## src/rtl/uart_cmd_rx.sv

```systemverilog
// UART command receiver: 8N1 deserialiser plus 5-byte frame parser (A5 ADDR DHI DLO CSUM) driving PID config registers.
// Optional build macro UART_PARITY_EN switches the byte format to 8E1 with an even-parity check.
module uart_cmd_rx #(
  parameter int          CLKS_PER_BIT = 1085,
  parameter int          TIMEOUT_CLKS = 21700,
  parameter logic [15:0] RST_KP       = 16'h0100,
  parameter logic [15:0] RST_KI       = 16'h0000,
  parameter logic [15:0] RST_KD       = 16'h0000,
  parameter logic [15:0] RST_SETPOINT = 16'd20
) (
  input  logic        clk,
  input  logic        reset_n,
  input  logic        serial_rx,
  output logic [7:0]  rx_byte,
  output logic        rx_byte_valid,
  output logic [15:0] cfg_k_p,
  output logic [15:0] cfg_k_i,
  output logic [15:0] cfg_k_d,
  output logic [15:0] cfg_setpoint,
  output logic [1:0]  cfg_addr,
  output logic        cfg_valid,
  output logic        frame_err
);

  localparam int            CW       = $clog2(CLKS_PER_BIT);
  localparam logic [CW-1:0] BIT_END  = CW'(CLKS_PER_BIT - 1);
  localparam logic [CW-1:0] HALF_END = CW'(CLKS_PER_BIT / 2 - 1);
  localparam int            TW       = $clog2(TIMEOUT_CLKS + 1);
  localparam logic [TW-1:0] TMO_END  = TW'(TIMEOUT_CLKS - 1);

`ifdef UART_PARITY_EN
  typedef enum logic [2:0] {B_IDLE, B_START, B_DATA, B_PARITY, B_STOP} byte_state_e;
`else
  typedef enum logic [1:0] {B_IDLE, B_START, B_DATA, B_STOP} byte_state_e;
`endif
  typedef enum logic [2:0] {P_HDR, P_ADDR, P_DHI, P_DLO, P_CSUM} frame_state_e;

  logic          rx_meta_q, rx_sync_q, rx_prev_q;
  byte_state_e   bst_q, bst_d;
  logic [CW-1:0] cnt_q, cnt_d;
  logic [2:0]    bit_q, bit_d;
  logic [7:0]    shift_q, shift_d;
  logic [7:0]    byte_q, byte_d;
  logic          bvalid_q, bvalid_d;
  logic          berr_q, berr_d;
`ifdef UART_PARITY_EN
  logic          par_err_q, par_err_d;
`endif

  frame_state_e  pst_q, pst_d;
  logic [1:0]    addr_q, addr_d;
  logic [7:0]    dhi_q, dhi_d, dlo_q, dlo_d;
  logic [TW-1:0] tmo_q, tmo_d;
  logic [15:0]   kp_q, kp_d, ki_q, ki_d, kd_q, kd_d, sp_q, sp_d;
  logic [1:0]    cfg_addr_q, cfg_addr_d;
  logic          cfg_valid_q, cfg_valid_d;
  logic          ferr_q, ferr_d;
  logic          timeout;

  // NOTE: sequential state uses non-blocking assignments so every register samples pre-edge values.
  always_ff @(posedge clk or negedge reset_n) begin
    if (!reset_n) begin
      rx_meta_q <= 1'b1;
      rx_sync_q <= 1'b1;
      rx_prev_q <= 1'b1;
    end else begin
      rx_meta_q <= serial_rx;
      rx_sync_q <= rx_meta_q;
      rx_prev_q <= rx_sync_q;
    end
  end

  // NOTE: every variable gets a default first so no path through the case infers a latch.
  always_comb begin
    bst_d    = bst_q;
    cnt_d    = cnt_q;
    bit_d    = bit_q;
    shift_d  = shift_q;
    byte_d   = byte_q;
    bvalid_d = 1'b0;
    berr_d   = 1'b0;
`ifdef UART_PARITY_EN
    par_err_d = par_err_q;
`endif
    unique case (bst_q)
      B_IDLE: begin
        cnt_d = '0;
        bit_d = '0;
`ifdef UART_PARITY_EN
        par_err_d = 1'b0;
`endif
        if (rx_prev_q && !rx_sync_q) bst_d = B_START;
      end
      B_START: begin
        if (cnt_q == HALF_END) begin
          cnt_d = '0;
          bst_d = rx_sync_q ? B_IDLE : B_DATA;
        end else begin
          cnt_d = cnt_q + CW'(1);
        end
      end
      B_DATA: begin
        if (cnt_q == BIT_END) begin
          cnt_d   = '0;
          shift_d = {rx_sync_q, shift_q[7:1]};
          bit_d   = bit_q + 3'd1;
`ifdef UART_PARITY_EN
          if (bit_q == 3'd7) bst_d = B_PARITY;
`else
          if (bit_q == 3'd7) bst_d = B_STOP;
`endif
        end else begin
          cnt_d = cnt_q + CW'(1);
        end
      end
`ifdef UART_PARITY_EN
      B_PARITY: begin
        if (cnt_q == BIT_END) begin
          cnt_d     = '0;
          par_err_d = (rx_sync_q != ^shift_q);
          bst_d     = B_STOP;
        end else begin
          cnt_d = cnt_q + CW'(1);
        end
      end
`endif
      B_STOP: begin
        if (cnt_q == BIT_END) begin
          cnt_d = '0;
          bst_d = B_IDLE;
`ifdef UART_PARITY_EN
          if (rx_sync_q && !par_err_q) begin
`else
          if (rx_sync_q) begin
`endif
            byte_d   = shift_q;
            bvalid_d = 1'b1;
          end else begin
            berr_d = 1'b1;
          end
        end else begin
          cnt_d = cnt_q + CW'(1);
        end
      end
      default: bst_d = B_IDLE;
    endcase
  end

  always_ff @(posedge clk or negedge reset_n) begin
    if (!reset_n) begin
      bst_q    <= B_IDLE;
      cnt_q    <= '0;
      bit_q    <= '0;
      shift_q  <= '0;
      byte_q   <= '0;
      bvalid_q <= 1'b0;
      berr_q   <= 1'b0;
`ifdef UART_PARITY_EN
      par_err_q <= 1'b0;
`endif
    end else begin
      bst_q    <= bst_d;
      cnt_q    <= cnt_d;
      bit_q    <= bit_d;
      shift_q  <= shift_d;
      byte_q   <= byte_d;
      bvalid_q <= bvalid_d;
      berr_q   <= berr_d;
`ifdef UART_PARITY_EN
      par_err_q <= par_err_d;
`endif
    end
  end

  assign timeout = (pst_q != P_HDR) && (tmo_q == TMO_END);

  // Byte error outranks a coincident timeout so the two collapse into one frame_err pulse.
  always_comb begin
    pst_d       = pst_q;
    addr_d      = addr_q;
    dhi_d       = dhi_q;
    dlo_d       = dlo_q;
    tmo_d       = (pst_q == P_HDR) ? '0 : tmo_q + TW'(1);
    kp_d        = kp_q;
    ki_d        = ki_q;
    kd_d        = kd_q;
    sp_d        = sp_q;
    cfg_addr_d  = cfg_addr_q;
    cfg_valid_d = 1'b0;
    ferr_d      = 1'b0;
    if (berr_q) begin
      ferr_d = 1'b1;
      pst_d  = P_HDR;
    end else if (bvalid_q) begin
      tmo_d = '0;
      unique case (pst_q)
        P_HDR:  if (byte_q == 8'hA5) pst_d = P_ADDR;
        P_ADDR: begin
          if (|byte_q[7:2]) begin
            ferr_d = 1'b1;
            pst_d  = P_HDR;
          end else begin
            addr_d = byte_q[1:0];
            pst_d  = P_DHI;
          end
        end
        P_DHI: begin
          dhi_d = byte_q;
          pst_d = P_DLO;
        end
        P_DLO: begin
          dlo_d = byte_q;
          pst_d = P_CSUM;
        end
        P_CSUM: begin
          pst_d = P_HDR;
          if (byte_q == ({6'b0, addr_q} ^ dhi_q ^ dlo_q)) begin
            cfg_addr_d  = addr_q;
            cfg_valid_d = 1'b1;
            unique case (addr_q)
              2'd0: kp_d = {dhi_q, dlo_q};
              2'd1: ki_d = {dhi_q, dlo_q};
              2'd2: kd_d = {dhi_q, dlo_q};
              2'd3: sp_d = {dhi_q, dlo_q};
              default: ;
            endcase
          end else begin
            ferr_d = 1'b1;
          end
        end
        default: pst_d = P_HDR;
      endcase
    end else if (timeout) begin
      ferr_d = 1'b1;
      pst_d  = P_HDR;
    end
  end

  always_ff @(posedge clk or negedge reset_n) begin
    if (!reset_n) begin
      pst_q       <= P_HDR;
      addr_q      <= '0;
      dhi_q       <= '0;
      dlo_q       <= '0;
      tmo_q       <= '0;
      kp_q        <= RST_KP;
      ki_q        <= RST_KI;
      kd_q        <= RST_KD;
      sp_q        <= RST_SETPOINT;
      cfg_addr_q  <= '0;
      cfg_valid_q <= 1'b0;
      ferr_q      <= 1'b0;
    end else begin
      pst_q       <= pst_d;
      addr_q      <= addr_d;
      dhi_q       <= dhi_d;
      dlo_q       <= dlo_d;
      tmo_q       <= tmo_d;
      kp_q        <= kp_d;
      ki_q        <= ki_d;
      kd_q        <= kd_d;
      sp_q        <= sp_d;
      cfg_addr_q  <= cfg_addr_d;
      cfg_valid_q <= cfg_valid_d;
      ferr_q      <= ferr_d;
    end
  end

  assign rx_byte       = byte_q;
  assign rx_byte_valid = bvalid_q;
  assign cfg_k_p       = kp_q;
  assign cfg_k_i       = ki_q;
  assign cfg_k_d       = kd_q;
  assign cfg_setpoint  = sp_q;
  assign cfg_addr      = cfg_addr_q;
  assign cfg_valid     = cfg_valid_q;
  assign frame_err     = ferr_q;

endmodule

```

## config.mk

```make
export PLATFORM = sky130hd
export DESIGN_NAME = uart_cmd_rx
export DESIGN_NICKNAME = d
export VERILOG_FILES = /design/src/rtl/uart_cmd_rx.sv
export SDC_FILE = /design/constraint.sdc
export NUM_CORES = 1
export LEC_CHECK = 0
export BUFFER_PORTS_ARGS = -buffer_cell sky130_fd_sc_hd__buf_2
export CAP_MARGIN = 20
export CORE_MARGIN = 3
export CORE_UTILIZATION = 35
export CTS_BUF_LIST = sky130_fd_sc_hd__clkbuf_4 sky130_fd_sc_hd__clkbuf_8
export DETAILED_ROUTE_END_ITERATION = 10
export SETUP_SLACK_MARGIN = 0.2
export SYNTH_ARGS = -nofsm -noshare
export SYNTH_HDL_FRONTEND = slang
export SYNTH_SLANG_ARGS = --single-unit
```

## constraint.sdc

```tcl
create_clock -name clk -period 4.08 [get_ports clk]
set_input_delay 0.408 -clock clk [delete_from_list [all_inputs] [get_ports clk]]
set_output_delay 0.408 -clock clk [all_outputs]
set_load 0.05 [all_outputs]
```

==> run summary <==
Area leader, netlist: dfrtp_1
Antenna-violating nets left: 0
Worst Max-Slew Pin Slew: 835 ps
# setup viols final: 0
Synth Register Bits: 141
Worst Skew: 13.7 ps
CTS root buffer: clkbuf_8
Final Core Density: 42.4%
Initial core utilization: 35.9%
Worst-Skew Late Latency: 450 ps
Lkg Pwr: 3.58 nW
Setup tns final: 0 ps
Switching pwr: 0.653 mW
Largest net degree at the start of global routing: 113
Core footprint: 0.0166 mm²
WL/cell: 16.2 µm
Total power per unit cell area: 392 mW/mm²
Syn Area/Cell: 13.8 µm²
Synthesized area: 0.00597 mm²
Slew Viols, Final: 0
Worst setup EP type: flip-flop
Number of diodes: 0
Die area: 0.0187 mm²
Die W: 137 µm
Post-CTS Setup Repair Bufs: 0
Crit Path Max Fanout: 16
Die H: 137 µm
IO Count: 80
Distinct cells, synth: 39
Post-synth top area share: 56.6%
Startpoint types: flip-flop
Clock power frac: 42.3%
Register share of total power: 53.1%
DRC violations left: 0
GPL Wtd Cong: 0.770
Routed WL: 12.3 mm
Post-synth EDFFs: 0
Sw frac: 23.6%
Resize count post-CTS: 0
TritonCTS clock tree: built
Finished Cell Area: 0.00705 mm²
Layout cells sized above 1: 43.2%
Reg2reg setup slack: 1440 ps
Sequential-to-total area share from yosys stat: 59.3%
Kind of critical path: flip-flop to flip-flop
CP required: 4400 ps
Gr usage total: 14.0%
Power, Total: 2.76 mW
HP Class: input port to flip-flop
Top_reg_cell synth: dfrtp_1
Gate power share: 4.5%
Status: finished clean
Cell Area, Placed: 0.00659 mm²
DR iter-0 viols: 166
Initial antenna violation count: 0
Routed vias: 3659
Vias in the first global route: 3778
Async set-reset flop share out of synthesis: 100%
Total gr overflow: 0
Nets: 533
Final hold vios: 0
P_int: 2.11 mW
Slew headroom: 44.3%
Global-route wire length before repair: 20.3 mm
Maxcap violations: 0
Clk buf depth: 2
YS warnings: 0
Unrepaired setup endpoints after global routing: no
Synth-to-Final Area Change: 18.1%
Fin crit share: 64.7%
Port bufs: 79
Vias per cell: 4.83
First-pass DRT Iterations: 4
Row cnt: 47
Final min period: 2640 ps
Peak VDD IR: 0.000212 V
Num Clock Sinks: 141
CP arrival: 2960 ps
Synthesized instance count: 433
Synth top area cells: dfrtp_1 (57%), mux2_2 (19%), xnor2_1 (3.2%), dfstp_2 (2.6%), xor2_1 (2.5%)
Fmax: 0.379 GHz
Clock transition at the registers of the reported paths: 80 ps
H-tree levels: 4
Hpwl dp: 8.39 mm
Post-Syn Nets: 442
Inserted Clock Buffers: 17
==> path summary, 6_finish.rpt <==
kind,cells past startpoint,end,startpoint
min in group asynchronous,2,cfg_k_p[5]$_DFFE_PN0P_,reset_n
max,6,cfg_k_i[6]$_DFFE_PN0P_,dlo_q[4]$_DFFE_PN0P_
min,1,rx_meta_q$_DFF_PN1_,serial_rx
max reg2reg,6,cfg_k_i[6]$_DFFE_PN0P_,dlo_q[4]$_DFFE_PN0P_
min reg2reg,0,rx_sync_q$_DFF_PN1_,rx_meta_q$_DFF_PN1_
max in group asynchronous,4,cfg_setpoint[4]$_DFFE_PN1P_,reset_n
==> cells in the mapped netlist (all sizes together), types with 7 or more instances <==
cell and instances:
clkbuf 9, dfrtp 135, inv 7, mux2 101, nand2 17, nand3 10, nor2 30, nor3 7
xnor2 22, xor2 17
==> power by group through the flow <==
stage	Clock [mW]	Sequential (mW)	Combinational [mW]
after floorplan	0	1.49	0.0773
after global placement	0	1.49	0.120
after detailed placement	0	1.50	0.122
after CTS	1.21	1.47	0.124
after global routing	1.29	1.48	0.147
final	1.17	1.47	0.125
==> through the flow <==
step           cells  setup WS [ps]  hold slack (ps)
2_1_floorplan    433           1500              112
3_3_place_gp     723           1470              346
3_5_place_dp     723           1440              349
4_1_cts          755           1430             28.2
5_1_grt          757           1320             29.4
6_report         757           1440             59.8
==> sequential cells by signal, summed over array words and instances, names as in the netlist, 2 cells and up, named ones only <==
signal	cells
cfg_k_i	16
addr_q	2
cfg_addr	2
cfg_k_p	16
rx_byte	8
dhi_q	8
dlo_q	8
shift_q	8
cfg_setpoint	16
tmo_q	15
pst_q	3
bit_q	3
cfg_k_d	16
cnt_q	11
==> cells by family (layout without fill, tap and decap cells) <==
kind of cell             Yosys count  in the layout  synth area share [%]
AO/OA/AOI/OAI                     20             20                  2.31
XOR/XNOR                          39             39                  5.72
adder cells (fa/ha/maj)            6              6                  1.26
buffers and inverters             21            125                  1.95
flip-flops                       141            141                  59.3
multiplexers                     101            101                  19.1
AND/OR/NAND/NOR                  105            105                  10.4
==> cells in the final DEF (no fill, tap or decap), drive strengths merged, types with 2 or more instances in the layout <==
cell	instances
a21oi	3
a22o	6
a31oi	3
and3	4
and4	4
buf	85
bufinv	3
clkbuf	19
clkinv	7
dfrtp	135
dfstp	6
ha	6
inv	9
mux2	101
nand2	17
nand2b	4
nand3	10
nand4	3
nand4b	4
nor2	30
nor2b	2
nor3	7
nor3b	2
nor4	6
nor4b	2
o21ai	5
or2	2
or3	3
xnor2	22
xor2	17
==> worst max-delay path, stage by stage (launching register included) <==
cell	delay [ps]
dfrtp_1	460
xnor2_1	240
xnor2_1	90
or4_1	720
nor4_4	310
buf_4	330
mux2_2	370
==> area by class of cell <==
class,count,area (µm²)
fillers,1569,9590
flip-flops and latches,141,3540
multi-input cells,271,2310
repair buffers,86,477
well taps,220,275
clock buffers,19,255
clock inverters,13,165
inverters,7,26.3
==> metal layers <==
metal  share of wire (%)  track usage (%)  wire [µm]  vias to the layer above
met5                   0                0          0                        -
met4                 1.1             4.37        133                        0
met3                 4.9             4.01        598                       10
met2                  51             23.2       6230                       63
met1                  43             17.9       5300                     1876
li1                    -                -          -                     1710
==> what timing repair did <==
action                                 4_1_cts  5_1_grt
setup endpoints to repair                    0        0
hold buffers                                 0        1
endpoints found under the hold margin        0       17
(Power assumes the default switching activity.)
